### config.mk
export PLATFORM = sky130hd
export DESIGN_NAME = vector_dispatch_ctrl_flat
export DESIGN_NICKNAME = d
export VERILOG_FILES = /design/src/rtl/stp_pkg.sv /design/src/rtl/vector_dispatch_ctrl_if.sv /design/src/rtl/vector_dispatch_ctrl.sv /design/src/flat_wrapper.sv
export SDC_FILE = /design/constraint.sdc
export NUM_CORES = 1
export LEC_CHECK = 0
export BUFFER_PORTS_ARGS = -buffer_cell sky130_fd_sc_hd__buf_2
export CORE_MARGIN = 5
export CORE_UTILIZATION = 38
export DETAILED_ROUTE_END_ITERATION = 10
export PLACE_DENSITY = 0.7
export SETUP_SLACK_MARGIN = 0.2
export SYNTH_ARGS = -nofsm -noshare
export SYNTH_HDL_FRONTEND = slang
export SYNTH_SLANG_ARGS = --single-unit
### constraint.sdc
create_clock -name clk -period 4.3 [get_ports clk]
set_input_delay 0.215 -clock clk [delete_from_list [all_inputs] [get_ports clk]]
set_output_delay 0.215 -clock clk [all_outputs]
set_load 0.01 [all_outputs]
### src/rtl/stp_pkg.sv
// Shared single-thread pipeline constants, dispatch state encoding and the lane-mask helper.
// Ports: none (package).
// Consumers import stp_pkg::* for widths, the state enum and gen_lane_mask().
package stp_pkg;

  localparam int NUM_OF_LANES = 4;                    // lanes per element group, power of two
  localparam int MAX_VL       = 64;                   // multiple of NUM_OF_LANES
  localparam int OPCODE_W     = 6;
  localparam int VREG_W       = 5;
  localparam int VL_W         = $clog2(MAX_VL) + 1;   // holds 0..MAX_VL inclusive

  typedef enum logic [1:0] {
    DS_IDLE,
    DS_ISSUE,
    DS_WAIT,
    DS_DONE
  } dispatch_state_t;

  // Bit i set iff element elem_base+i lies below vl. One bit of headroom keeps
  // the sum from wrapping even at the top of the VL_W range.
  function automatic logic [NUM_OF_LANES-1:0] gen_lane_mask(
    input logic [VL_W-1:0] elem_base,
    input logic [VL_W-1:0] vl
  );
    logic [NUM_OF_LANES-1:0] mask;
    logic [VL_W:0]           idx;
    mask = '0;
    for (int i = 0; i < NUM_OF_LANES; i++) begin
      idx     = {1'b0, elem_base} + (VL_W+1)'(i);
      mask[i] = (idx < {1'b0, vl});
    end
    return mask;
  endfunction

endpackage

### src/rtl/vector_dispatch_ctrl_if.sv
// Handshake bundle between the execution unit, the lanes, writeback and the dispatch controller.
// Ports: none; slave = controller view, master = environment view (exec unit, lanes, writeback).
// Carries instr_*, lane_issue_*, lane_done, wb_done_* and busy.
interface vector_dispatch_ctrl_if;
  import stp_pkg::*;

  logic                    instr_valid;
  logic                    instr_ready;
  logic [OPCODE_W-1:0]     instr_opcode;
  logic [VREG_W-1:0]       instr_vd;
  logic [VL_W-1:0]         instr_vl;

  logic                    lane_issue_valid;
  logic [NUM_OF_LANES-1:0] lane_issue_mask;
  logic [VL_W-1:0]         lane_issue_elem_base;
  logic [OPCODE_W-1:0]     lane_issue_opcode;
  logic [VREG_W-1:0]       lane_issue_vd;
  logic [NUM_OF_LANES-1:0] lane_done;

  logic                    wb_done_valid;
  logic [VREG_W-1:0]       wb_done_vd;
  logic                    wb_done_ready;

  logic                    busy;

  modport slave (
    input  instr_valid, instr_opcode, instr_vd, instr_vl, lane_done, wb_done_ready,
    output instr_ready, lane_issue_valid, lane_issue_mask, lane_issue_elem_base,
           lane_issue_opcode, lane_issue_vd, wb_done_valid, wb_done_vd, busy
  );

  modport master (
    output instr_valid, instr_opcode, instr_vd, instr_vl, lane_done, wb_done_ready,
    input  instr_ready, lane_issue_valid, lane_issue_mask, lane_issue_elem_base,
           lane_issue_opcode, lane_issue_vd, wb_done_valid, wb_done_vd, busy
  );

endinterface

### src/rtl/vector_dispatch_ctrl.sv
// Strip-mines one vector instruction into NUM_OF_LANES-wide groups, issues each and collects lane completions.
// Ports: clk, reset (async, active-high), dif (slave view of vector_dispatch_ctrl_if).
// Accept->strobe 1 cycle, >=2 cycles per group; instr_ready low while busy, wb_done held until accepted.
module vector_dispatch_ctrl
  import stp_pkg::*;
(
  input  logic                  clk,
  input  logic                  reset,
  vector_dispatch_ctrl_if.slave dif
);

  dispatch_state_t         state;
  logic [VL_W-1:0]         vl_q;
  logic [VL_W-1:0]         elem_base;
  logic [NUM_OF_LANES-1:0] done_vec;
  logic [NUM_OF_LANES-1:0] mask_q;
  logic [OPCODE_W-1:0]     opcode_q;
  logic [VREG_W-1:0]       vd_q;
  logic                    issue_valid_q;
  logic                    instr_ready_q;
  logic                    busy_q;
  logic                    wb_valid_q;

  logic [VL_W-1:0]         vl_clamped;
  logic [NUM_OF_LANES-1:0] lane_hit;
  logic                    group_done;
  logic [VL_W-1:0]         base_next;

  assign vl_clamped = (dif.instr_vl > VL_W'(MAX_VL)) ? VL_W'(MAX_VL) : dif.instr_vl;
  // Pulses on lanes outside the current group are dropped here.
  assign lane_hit   = dif.lane_done & mask_q;
  // Counts this cycle's pulses so the last lane finishing closes the group immediately.
  assign group_done = ((done_vec | lane_hit) == mask_q);
  assign base_next  = elem_base + VL_W'(NUM_OF_LANES);

  always_ff @(posedge clk or posedge reset) begin
    if (reset) begin
      state         <= DS_IDLE;
      vl_q          <= '0;
      elem_base     <= '0;
      done_vec      <= '0;
      mask_q        <= '0;
      opcode_q      <= '0;
      vd_q          <= '0;
      issue_valid_q <= 1'b0;
      instr_ready_q <= 1'b1;
      busy_q        <= 1'b0;
      wb_valid_q    <= 1'b0;
    end else begin
      issue_valid_q <= 1'b0;
      case (state)
        DS_IDLE: begin
          if (dif.instr_valid) begin
            opcode_q      <= dif.instr_opcode;
            vd_q          <= dif.instr_vd;
            vl_q          <= vl_clamped;
            elem_base     <= '0;
            done_vec      <= '0;
            instr_ready_q <= 1'b0;
            busy_q        <= 1'b1;
            if (vl_clamped == '0) begin
              state      <= DS_DONE;
              wb_valid_q <= 1'b1;
            end else begin
              state         <= DS_ISSUE;
              issue_valid_q <= 1'b1;
              mask_q        <= gen_lane_mask('0, vl_clamped);
            end
          end
        end
        DS_ISSUE: begin
          done_vec <= '0;
          state    <= DS_WAIT;
        end
        DS_WAIT: begin
          done_vec <= done_vec | lane_hit;
          if (group_done) begin
            elem_base <= base_next;
            if (base_next >= vl_q) begin
              state      <= DS_DONE;
              wb_valid_q <= 1'b1;
            end else begin
              state         <= DS_ISSUE;
              issue_valid_q <= 1'b1;
              mask_q        <= gen_lane_mask(base_next, vl_q);
            end
          end
        end
        DS_DONE: begin
          if (dif.wb_done_ready) begin
            state         <= DS_IDLE;
            wb_valid_q    <= 1'b0;
            instr_ready_q <= 1'b1;
            busy_q        <= 1'b0;
          end
        end
        default: state <= DS_IDLE;
      endcase
    end
  end

  assign dif.instr_ready          = instr_ready_q;
  assign dif.busy                 = busy_q;
  assign dif.lane_issue_valid     = issue_valid_q;
  assign dif.lane_issue_mask      = mask_q;
  assign dif.lane_issue_elem_base = elem_base;
  assign dif.lane_issue_opcode    = opcode_q;
  assign dif.lane_issue_vd        = vd_q;
  assign dif.wb_done_valid        = wb_valid_q;
  // vd_q only changes on accept, so it is stable for the whole DONE hold.
  assign dif.wb_done_vd           = vd_q;

endmodule

### src/flat_wrapper.sv
// flat-port wrapper written by rule: the top's interface ports become plain ports
module vector_dispatch_ctrl_flat import stp_pkg::*;
  (clk, reset, dif_instr_valid, dif_instr_opcode, dif_instr_vd, dif_instr_vl, dif_lane_done, dif_wb_done_ready, dif_instr_ready, dif_lane_issue_valid, dif_lane_issue_mask, dif_lane_issue_elem_base, dif_lane_issue_opcode, dif_lane_issue_vd, dif_wb_done_valid, dif_wb_done_vd, dif_busy);
  vector_dispatch_ctrl_if dif_i ();
  input  logic clk;
  input  logic reset;
  input wire logic [$bits(dif_i.instr_valid)-1:0] dif_instr_valid;
  input wire logic [$bits(dif_i.instr_opcode)-1:0] dif_instr_opcode;
  input wire logic [$bits(dif_i.instr_vd)-1:0] dif_instr_vd;
  input wire logic [$bits(dif_i.instr_vl)-1:0] dif_instr_vl;
  input wire logic [$bits(dif_i.lane_done)-1:0] dif_lane_done;
  input wire logic [$bits(dif_i.wb_done_ready)-1:0] dif_wb_done_ready;
  output wire logic [$bits(dif_i.instr_ready)-1:0] dif_instr_ready;
  output wire logic [$bits(dif_i.lane_issue_valid)-1:0] dif_lane_issue_valid;
  output wire logic [$bits(dif_i.lane_issue_mask)-1:0] dif_lane_issue_mask;
  output wire logic [$bits(dif_i.lane_issue_elem_base)-1:0] dif_lane_issue_elem_base;
  output wire logic [$bits(dif_i.lane_issue_opcode)-1:0] dif_lane_issue_opcode;
  output wire logic [$bits(dif_i.lane_issue_vd)-1:0] dif_lane_issue_vd;
  output wire logic [$bits(dif_i.wb_done_valid)-1:0] dif_wb_done_valid;
  output wire logic [$bits(dif_i.wb_done_vd)-1:0] dif_wb_done_vd;
  output wire logic [$bits(dif_i.busy)-1:0] dif_busy;
  assign dif_i.instr_valid = dif_instr_valid;
  assign dif_i.instr_opcode = dif_instr_opcode;
  assign dif_i.instr_vd = dif_instr_vd;
  assign dif_i.instr_vl = dif_instr_vl;
  assign dif_i.lane_done = dif_lane_done;
  assign dif_i.wb_done_ready = dif_wb_done_ready;
  assign dif_instr_ready = dif_i.instr_ready;
  assign dif_lane_issue_valid = dif_i.lane_issue_valid;
  assign dif_lane_issue_mask = dif_i.lane_issue_mask;
  assign dif_lane_issue_elem_base = dif_i.lane_issue_elem_base;
  assign dif_lane_issue_opcode = dif_i.lane_issue_opcode;
  assign dif_lane_issue_vd = dif_i.lane_issue_vd;
  assign dif_wb_done_valid = dif_i.wb_done_valid;
  assign dif_wb_done_vd = dif_i.wb_done_vd;
  assign dif_busy = dif_i.busy;
  vector_dispatch_ctrl u_core (.clk(clk), .reset(reset), .dif(dif_i));
endmodule
==> flow_metrics.tcl, run 1 <==
set metrics [dict create \
    via_per_inst 4.98 \
    crit_start "u_core.dif.lane_issue_elem_base[2]" \
    layout.nets 320 \
    hold_viol 0 \
    numPlacedInstances 344 \
    synth_area_mm2 0.00212 \
    finalSetupTns_ns 0 \
    final_cell_area_mm2 0.00254 \
    start_util 0.387 \
    cts-root-buf "clkbuf_8" \
    dpl.hpwl_mm 3.59 \
    setup_viol 0 \
    crit_chain "inv_1 > ha_1 > inv_1 > ha_1 > nor4bb_1 > o211ai_1 > a21boi_0 > o32ai_4 > mux2_4" \
    core_mm2 0.00547 \
    synth_top_area_cell "dfrtp_1" \
    cp-start-kind "register" \
    clk_latency_ns 0.29 \
    yosys_warnings 0 \
    cts_tree "built" \
    grt_max_degree 38 \
    die_x_um 84.7 \
    yosysMostFrequentCell "nand2_1" \
    worstReg2RegEnd "u_core.dif.lane_issue_mask[1]" \
    critPathMaxFanout 6 \
    fin_crit_sh 0.616 \
    regToRegSetupSlack_ns 1.65 \
    slew_headroom 0.621 \
    syn_inst 231 \
    antenna_found_initial 0 \
    worst_pin_slew_ns 0.568 \
    synth_area_leaders "dfrtp_1 (43%), ha_1 (8.9%), nand2_1 (8.3%)" \
    avgSynthCellArea_um2 9.18 \
    path_clk_slew_ns 0.08 \
    clock.fmax_mhz 377 \
    port_buffers 54 \
    yosysSeqAreaShare 0.437 \
    dieArea_mm2 0.00717 \
    skew_ns 0.00472 \
    arrival_ns 2.83 \
    rows 27 \
    hold_buffers 0 \
    ant_nets 0 \
    n_antenna_cell 0 \
    synthTopCellsByCount "nand2_1 (47), dfrtp_1 (36), ha_1 (15), o21ai_0 (15), inv_1 (14)" \
    htreeDepth 2 \
    fin_ws_ns 1.65 \
    routedWlPerCell_um 13.8 \
    r2r_start "u_core.dif.lane_issue_elem_base[2]" \
    seq_area_um2 927 \
    multiInputGateArea_mm2 0.00105 \
    cp_slowest_cell "a21boi_0" \
    fill_cells 574 \
    async_reset_ff_frac 1.00 \
    cts_setup_buffers 0 \
    hold_slack_ns 0.0195 \
    place_congestion 0.828 \
    synth_edf_count 0 \
    grt_overflow_total 0 \
    remaining_drc_errors 0 \
    drv_cap 0 \
    grt_first_pass_wirelength_mm 8.37 \
    slew_violations 0 \
    numCtsBuffers 5 \
    vias 1754 \
    status "finished, final reports clean" \
    min_path_type "primary input to asynchronous set/reset pin" \
    synth_top_area_frac 0.425 \
    post-route-min-period_ns 2.65 \
    ys_seq_elements 37 \
    wl_mm 4.86 \
    grt.total_usage 0.142 \
    worstSetupPathType "register to register" \
    drive_gt1_frac 0.250 \
    clk_path_buf_depth 2 \
    max-vdd-ir-drop_mv 0.418 \
    cp-end-kind "register" \
    max_stage_delay_ns 0.47 \
    fin_cells 352 \
    post-route-util 0.463 \
    die_h_um 84.7 \
    syn_to_final_growth_pct 19.7 \
    r2r_cells 9 \
    first_pass_iters 4 \
    synthFlopType "dfrtp_1" \
    p_per_area_mw_per_mm2 696 \
    rsz0062_at_grt "no" \
    post-place-ws_ns 1.63 \
    ctsResizeCount 0 \
    finalPower_mw 1.77 \
    grt_pass1_vias 1825 \
    worstPathRequired_ns 4.48 \
    p_leak_nw 1.27 \
    io_pins 57 \
    place_area_mm2 0.00242 \
    cts.sinks 37 \
    drtIter0Drc 83 \
    ys_types 41 \
]
-- sequential cells by signal (all words and copies together), names as in the netlist --
signal                           count
u_core.dif.lane_issue_mask           4
u_core.dif.wb_done_valid             1
u_core.dif.instr_ready               1
u_core.dif.lane_issue_opcode         6
u_core.done_vec                      4
u_core.dif.busy                      1
u_core.vl_q                          7
u_core.dif.lane_issue_valid          1
u_core.dif.lane_issue_vd             5
u_core.dif.lane_issue_elem_base      5
u_core.state                         2
-- report_power, final --
part	internal [mW]	switching (mW)
registers	0.493	0.128
logic	0.357	0.468
clock network	0.189	0.130
-- critical path, delay by kind of cell, from the launching register on --
| kind | cells | cell delay [ns] |
|---|---|---|
| compound gates | 3 | 0.78 |
| fa+ha+maj | 2 | 0.59 |
| buf+inv | 2 | 0.17 |
| flops | 1 | 0.42 |
| mux | 1 | 0.32 |
| simple gates | 1 | 0.26 |
-- layout make-up --
type	count	area share
multi-input cells	164	0.415
flip-flops and latches	37	0.366
repair buffers	57	0.115
well taps	72	0.0355
clock buffers	6	0.0326
inverters	14	0.0207
clock inverters	2	0.0148
-- cells by family after synthesis --
kind of cell    after synthesis  share of synthesized area
compound gates               48                      0.153
xor+xnor                      8                     0.0331
fa+ha+maj                    15                     0.0885
buf+inv                      31                     0.0673
flops                        37                      0.437
mux                           3                     0.0165
other cells                   1                    0.00177
simple gates                 88                      0.202
-- per-layer routing --
| layer | global-route usage | part of all wire | up-vias |
|---|---|---|---|
| li1 | - | - | 882 |
| met1 | 0.175 | 0.45 | 822 |
| met2 | 0.243 | 0.49 | 43 |
| met3 | 0.0324 | 0.047 | 7 |
| met4 | 0.0475 | 0.016 | 0 |
| met5 | 0 | 0 | - |
-- how the worst max path moves through the flow --
stage,to,slack (ns)
2_1_floorplan,u_core.dif.lane_issue_mask[1],1.77
4_1_cts,u_core.dif.lane_issue_mask[1],1.63
5_1_grt,u_core.dif.lane_issue_mask[1],1.43
3_5_place_dp,u_core.dif.lane_issue_mask[1],1.63
6_report,u_core.dif.lane_issue_mask[1],1.65
3_3_place_gp,u_core.dif.lane_issue_mask[1],1.72
-- layout by cell type, fill, tap and decap left out, types with 3 or more instances in the layout --
cell type	n
buf_2	54
nand2_1	47
dfrtp_1	36
o21ai_0	15
ha_1	15
inv_1	14
a21oi_1	11
nor2_1	10
nand3_1	8
nand2b_1	6
xnor2_1	6
clkbuf_8	6
o211ai_1	4
nand3b_1	4
a32oi_1	4
nand4_1	4
o31ai_1	3
buf_4	3
Power figures use the tool's default switching activity.
==> inputs of run 2 (changes only) <==
--- a/config.mk
+++ b/config.mk
@@ -5,6 +5,7 @@
 export SDC_FILE = /design/constraint.sdc
 export NUM_CORES = 1
 export LEC_CHECK = 0
+export ABC_AREA = 1
 export BUFFER_PORTS_ARGS = -buffer_cell sky130_fd_sc_hd__buf_2
 export CORE_MARGIN = 5
 export CORE_UTILIZATION = 38
==> constraint.sdc (replaced) <==
create_clock -name clk -period 2.6 [get_ports clk]
set_input_delay 0.13 -clock clk [delete_from_list [all_inputs] [get_ports clk]]
set_output_delay 0.13 -clock clk [all_outputs]
set_load 0.01 [all_outputs]
==> run 2 against run 1 <==
Compared with the run above:
- count of clock-buffer cells in the layout decreased by 1
- sequential share of layout area decreased by 1.7 points
- global-route usage increased by 0.98 points
- die area increased by 2.6%
- area after synthesis increased by 3.0%
- cell count increased by 18%
- combinational power increased by 60%
- hold slack improved by 0.0048 ns
- final area increased by 4.9%
- synthesized cell count increased by 24%
- total power increased by 58%
- largest power group unchanged
- highest routed layer unchanged
==> flow_metrics.tcl, run 2 <==
set metrics [dict create \
    port_buffers 54 \
    finalSetupTns_ns 0 \
    skew_ns 0.00788 \
    worst-path-stages 13 \
    via_per_inst 4.72 \
    hold_viol 0 \
    start_util 0.394 \
    fill_cells 579 \
    status "finished, final reports clean" \
    multiInputGateArea_mm2 0.00107 \
    cp-start-kind "register" \
    synth_edf_count 0 \
    grt_max_degree 21 \
    grt.total_usage 0.152 \
    cts_tree "built" \
    synth_top_area_frac 0.413 \
    worstSetupPathType "register to register" \
    critical_path_buf_inv_count 2 \
    worstPathRequired_ns 2.81 \
    ys_types 26 \
    synth_top_area_cell "dfrtp_1" \
    layout_commonest_cell "nand2_1" \
    max-vdd-ir-drop_mv 0.565 \
    top_register "u_core.vl_q" \
    htreeDepth 2 \
    yosys_warnings 0 \
    cp-end-kind "register" \
    post-route-util 0.480 \
    core_mm2 0.00554 \
    rsz0062_at_grt "no" \
    grt_first_pass_wirelength_mm 9.04 \
    slew_headroom 0.465 \
    p_leak_nw 1.54 \
    first_pass_iters 4 \
    cts.sinks 37 \
    yosysSeqAreaShare 0.425 \
    vias 1968 \
    slew_violations 0 \
    setup_viol 0 \
    wl_mm 5.11 \
    syn_to_final_growth_pct 21.9 \
    io_pins 57 \
    critPathMaxFanout 6 \
    worst_pin_slew_ns 0.801 \
    synth_area_leaders "dfrtp_1 (41%), nand2_1 (17%), ha_1 (8.6%)" \
    clk_path_buf_depth 2 \
    routedWlPerCell_um 12.3 \
    avgSynthCellArea_um2 7.60 \
    largest_reg_flops 7 \
    layout_common_cells "nand2_1 (98), buf_2 (54), inv_1 (38)" \
    antenna_found_initial 0 \
    synth_area_mm2 0.00218 \
    grt_overflow_total 0 \
    dpl.hpwl_mm 3.90 \
    seq_area_um2 927 \
    numCtsBuffers 5 \
    yosysMostFrequentCell "nand2_1" \
    fin_crit_sh 0.853 \
    ant_nets 0 \
    layout.nets 385 \
    async_reset_ff_frac 1.00 \
    cp_slowest_cell "dfrtp_1" \
    max_stage_delay_ns 0.43 \
    p_per_area_mw_per_mm2 1050 \
    synthTopCellsByCount "nand2_1 (99), inv_1 (38), dfrtp_1 (36)" \
    clock.fmax_mhz 451 \
    cts-root-buf "clkbuf_8" \
    arrival_ns 2.42 \
    rows 27 \
    min_path_type "primary input to register" \
    drv_cap 0 \
    crit_family "simple AND/OR/NAND/NOR gates" \
    die_h_um 85.8 \
    drtIter0Drc 82 \
    dieArea_mm2 0.00736 \
    path_clk_slew_ns 0.08 \
    syn_inst 287 \
    ys_seq_elements 37 \
    crit_chain "buf_4 > nand3_1 > xnor2_1 > ha_1 > nand2_1 > a21oi_2 > nor2_2 > nand3_2 > inv_1 > nand2_2 > nand2_2 > nand2_1 > o21ai_0" \
    drive_gt1_frac 0.226 \
    die_x_um 85.8 \
    remaining_drc_errors 0 \
    holdPathStages 3 \
    n_antenna_cell 0 \
    post-route-min-period_ns 2.22 \
    clk_latency_ns 0.29 \
    r2r_cells 13 \
    synthFlopType "dfrtp_1" \
    grt_pass1_vias 2024 \
    place_congestion 0.814 \
]
==> run 2: path summary, 6_finish.rpt <==
check	slack [ns]	endpoint	start
setup reg to reg	0.38	u_core.dif.lane_issue_mask[2]	u_core.dif.lane_issue_elem_base[3]
max in group asynchronous	1.34	u_core.vl_q[6]	reset
hold reg to reg	0.49	u_core.dif.lane_issue_opcode[3]	u_core.dif.lane_issue_opcode[3]
min in group asynchronous	0.52	u_core.dif.lane_issue_vd[4]	reset
hold / removal	0.02	u_core.dif.lane_issue_opcode[2]	dif_instr_opcode[2]
setup / recovery	0.38	u_core.dif.lane_issue_mask[2]	u_core.dif.lane_issue_elem_base[3]
==> run 2: per-layer routing <==
layer | global-route usage | wire (um) | part of all wire | up-vias
met5 | 0 | 0 | 0 | -
met4 | 0.0432 | 63 | 0.012 | 0
met3 | 0.0461 | 408 | 0.080 | 6
met2 | 0.241 | 2310 | 0.45 | 60
met1 | 0.200 | 2330 | 0.46 | 889
li1 | - | - | - | 1013
==> run 2: kinds of logic after synthesis <==
| family | share of synthesized area |
|---|---|
| AND/OR/NAND/NOR | 0.272 |
| buffers and inverters | 0.0980 |
| flip-flops | 0.425 |
| AO/OA/AOI/OAI | 0.0894 |
| adder cells (fa/ha/maj) | 0.0860 |
| XOR/XNOR | 0.0281 |
| other | 0.00172 |
==> run 2: what timing repair did <==
item	in CTS	in global routing
endpoints found under the hold margin	9	0
hold buffers	1	0
setup endpoints to repair	0	3
setup buffers	0	3
resized for setup	0	6
==> run 2: through the flow <==
step | power [mW] | worst slack [ns] | std cells | cell area [um2] | hold WS [ns]
6_report | 2.79 | 0.382 | 417 | 2660 | 0.0242
5_1_grt | 3.07 | 0.180 | 417 | 2660 | 0.0222
4_1_cts | 2.78 | 0.293 | 414 | 2610 | 0.0126
3_5_place_dp | 2.25 | 0.323 | 405 | 2490 | 0.321
3_3_place_gp | 2.22 | 0.419 | 405 | 2490 | 0.308
2_1_floorplan | 1.88 | 0.472 | 288 | 2190 | 0.240
==> run 2: worst register-to-register path: stages (launching register included) <==
cell and delay, ns:
dfrtp_1 0.43, buf_4 0.14, nand3_1 0.20, xnor2_1 0.31, ha_1 0.28, nand2_1 0.10, a21oi_2 0.05, nor2_2 0.14
nand3_2 0.10, inv_1 0.08, nand2_2 0.06, nand2_2 0.11, nand2_1 0.06, o21ai_0 0.07
==> run 2: cell type report <==
cell class	instances	area share
Tap cell	72	0.0339
Inverter	39	0.0550
Timing Repair Buffer	59	0.117
Multi-Input combinational cell	202	0.403
Clock buffer	5	0.0259
Sequential cell	37	0.349
Clock inverter	3	0.0174
==> run 2: where the power goes <==
| part | total (mW) | internal [mW] | switching (mW) | leakage [nW] |
|---|---|---|---|---|
| registers | 0.959 | 0.803 | 0.156 | 0.463 |
| clock network | 0.509 | 0.287 | 0.222 | 0.0543 |
| logic | 1.32 | 0.491 | 0.830 | 1.03 |
==> inputs of run 3 (changes only) <==
--- a/config.mk
+++ b/config.mk
@@ -8,10 +8,11 @@
 export ABC_AREA = 1
 export BUFFER_PORTS_ARGS = -buffer_cell sky130_fd_sc_hd__buf_2
 export CORE_MARGIN = 5
-export CORE_UTILIZATION = 38
+export CORE_UTILIZATION = 53
 export DETAILED_ROUTE_END_ITERATION = 10
-export PLACE_DENSITY = 0.7
+export PLACE_DENSITY = 0.89
 export SETUP_SLACK_MARGIN = 0.2
+export SKIP_CTS_REPAIR_TIMING = 1
 export SYNTH_ARGS = -nofsm -noshare
 export SYNTH_HDL_FRONTEND = slang
 export SYNTH_SLANG_ARGS = --single-unit
==> run 3 against run 2 <==
Compared with the run above:
- die area shrank 25%
- final area down 1.4%
- count of clock-buffer cells in the layout up 1
- first-iteration DRC count increased by 15%
- setup slack got worse by 0.030 ns
- largest cell class unchanged
- cell count down 4.8%
- utilization grew 18 points
==> flow_metrics.tcl, run 3 (same netlist as run 2, synthesis figures left out) <==
set metrics [dict create \
    worstPathRequired_ns 2.78 \
    hold_viol 0 \
    skew_ns 0.00648 \
    finalSetupTns_ns 0 \
    place_congestion 0.905 \
    drive_gt1_frac 0.222 \
    max-vdd-ir-drop_mv 0.763 \
    antenna_found_initial 0 \
    cp-end-kind "register" \
    grt_first_pass_wirelength_mm 7.93 \
    fin_crit_sh 0.864 \
    die_x_um 74.2 \
    fin_cells 397 \
    clk_latency_ns 0.29 \
    p_leak_nw 1.56 \
    p_per_area_mw_per_mm2 1030 \
    critical_path_buf_inv_count 2 \
    first_pass_iters 4 \
    seq_area_um2 927 \
    grt_max_degree 38 \
    slew_violations 0 \
    dieArea_mm2 0.00550 \
    path_common_cell "nand2_1" \
    worstSetupPathType "register to register" \
    die_h_um 74.2 \
    crit_chain "buf_4 > nand3_1 > xnor2_2 > ha_1 > nand2_1 > nor2_1 > nand2_1 > nand3_1 > inv_1 > nand2_1 > nand2_2 > nand2_1 > o21ai_0" \
    dpl.hpwl_mm 3.68 \
    multiInputGateArea_mm2 0.00106 \
    rows 23 \
    rsz0062_at_grt "no" \
    core_mm2 0.00400 \
    vias 1982 \
    crit_family "simple AND/OR/NAND/NOR gates" \
    ant_nets 0 \
    status "finished, final reports clean" \
    cts.sinks 37 \
    path_clk_slew_ns 0.08 \
    grt.total_usage 0.188 \
    critPathMaxFanout 6 \
    min_path_type "primary input to register" \
    top_register "u_core.vl_q" \
    port_buffers 54 \
    via_per_inst 4.99 \
    fill_cells 335 \
    layout_commonest_cell "nand2_1" \
    numPlacedInstances 383 \
    drtIter0Drc 94 \
    wl_mm 4.95 \
    post-route-min-period_ns 2.25 \
    layout_common_cells "nand2_1 (99), buf_2 (54), inv_1 (38)" \
    n_antenna_cell 0 \
    numCtsBuffers 5 \
    cp_slowest_cell "dfrtp_1" \
    setup_viol 0 \
    grt_overflow_total 0 \
    start_util 0.546 \
    cp-start-kind "register" \
    io_pins 57 \
    routedWlPerCell_um 12.5 \
    syn_to_final_growth_pct 20.2 \
    max_stage_delay_ns 0.43 \
    grt_pass1_vias 1847 \
    cts-root-buf "clkbuf_8" \
    remaining_drc_errors 0 \
    arrival_ns 2.42 \
    layout.nets 387 \
    htreeDepth 2 \
    clk_path_buf_depth 2 \
    cts_tree "built" \
    largest_reg_flops 7 \
    clock.fmax_mhz 445 \
    drv_cap 0 \
]
==> run 3: cell types whose count changed in the layout (fill, tap and decap cells not counted), sizes merged <==
| cell | delta |
|---|---|
| clkinv | +1 |
| bufinv | -1 |
| clkinvlp | -1 |
| clkbuf | +1 |
| buf | +2 |
==> run 3: area by class of cell <==
| class | instances | share of cell area |
|---|---|---|
| multi-input cells | 202 | 0.406 |
| flip-flops and latches | 37 | 0.354 |
| repair buffers | 61 | 0.124 |
| inverters | 39 | 0.0558 |
| clock buffers | 6 | 0.0315 |
| well taps | 50 | 0.0239 |
| clock inverters | 2 | 0.00525 |
==> run 3: worst min-delay path, cell delays in order <==
cell,delay (ns)
buf_2,0.07
nand2_1,0.04
nand2_1,0.04
==> run 3: layer usage <==
layer	vias to the layer above	wire length, um	track usage
met2	74	2330	0.306
met4	0	41	0.0503
met1	889	2190	0.246
met3	6	390	0.0527
li1	1013	-	-
met5	-	0	0
==> run 3: power breakdown <==
part | switching [mW] | leakage (nW) | internal [mW]
clock | 0.214 | 0.0512 | 0.215
sequential | 0.159 | 0.463 | 0.803
combinational | 0.818 | 1.04 | 0.499
==> run 3: final timing paths <==
check / slack (ns) / from / end / cells past startpoint
setup / recovery: 0.35 / u_core.dif.lane_issue_elem_base[2] / u_core.dif.lane_issue_mask[2] / 13
hold / removal: 0.03 / dif_instr_vd[0] / u_core.dif.lane_issue_vd[0] / 3
setup reg to reg: 0.35 / u_core.dif.lane_issue_elem_base[2] / u_core.dif.lane_issue_mask[2] / 13
hold reg to reg: 0.48 / u_core.dif.lane_issue_opcode[5] / u_core.dif.lane_issue_opcode[5] / 2
max in group asynchronous: 1.77 / reset / u_core.dif.instr_ready / 4
min in group asynchronous: 0.47 / reset / u_core.vl_q[4] / 4
==> run 3: stage by stage <==
step,hold WS [ns],area (um2),power [mW],setup WS [ns],utilization
2_1_floorplan,0.240,2190,1.88,0.472,-
3_3_place_gp,0.256,2460,2.19,0.428,0.615
3_5_place_dp,0.261,2460,2.24,0.380,0.615
4_1_cts,-0.0604,2550,2.69,0.329,0.639
5_1_grt,0.0321,2620,2.94,0.164,0.656
6_report,0.0287,2620,2.71,0.353,0.656
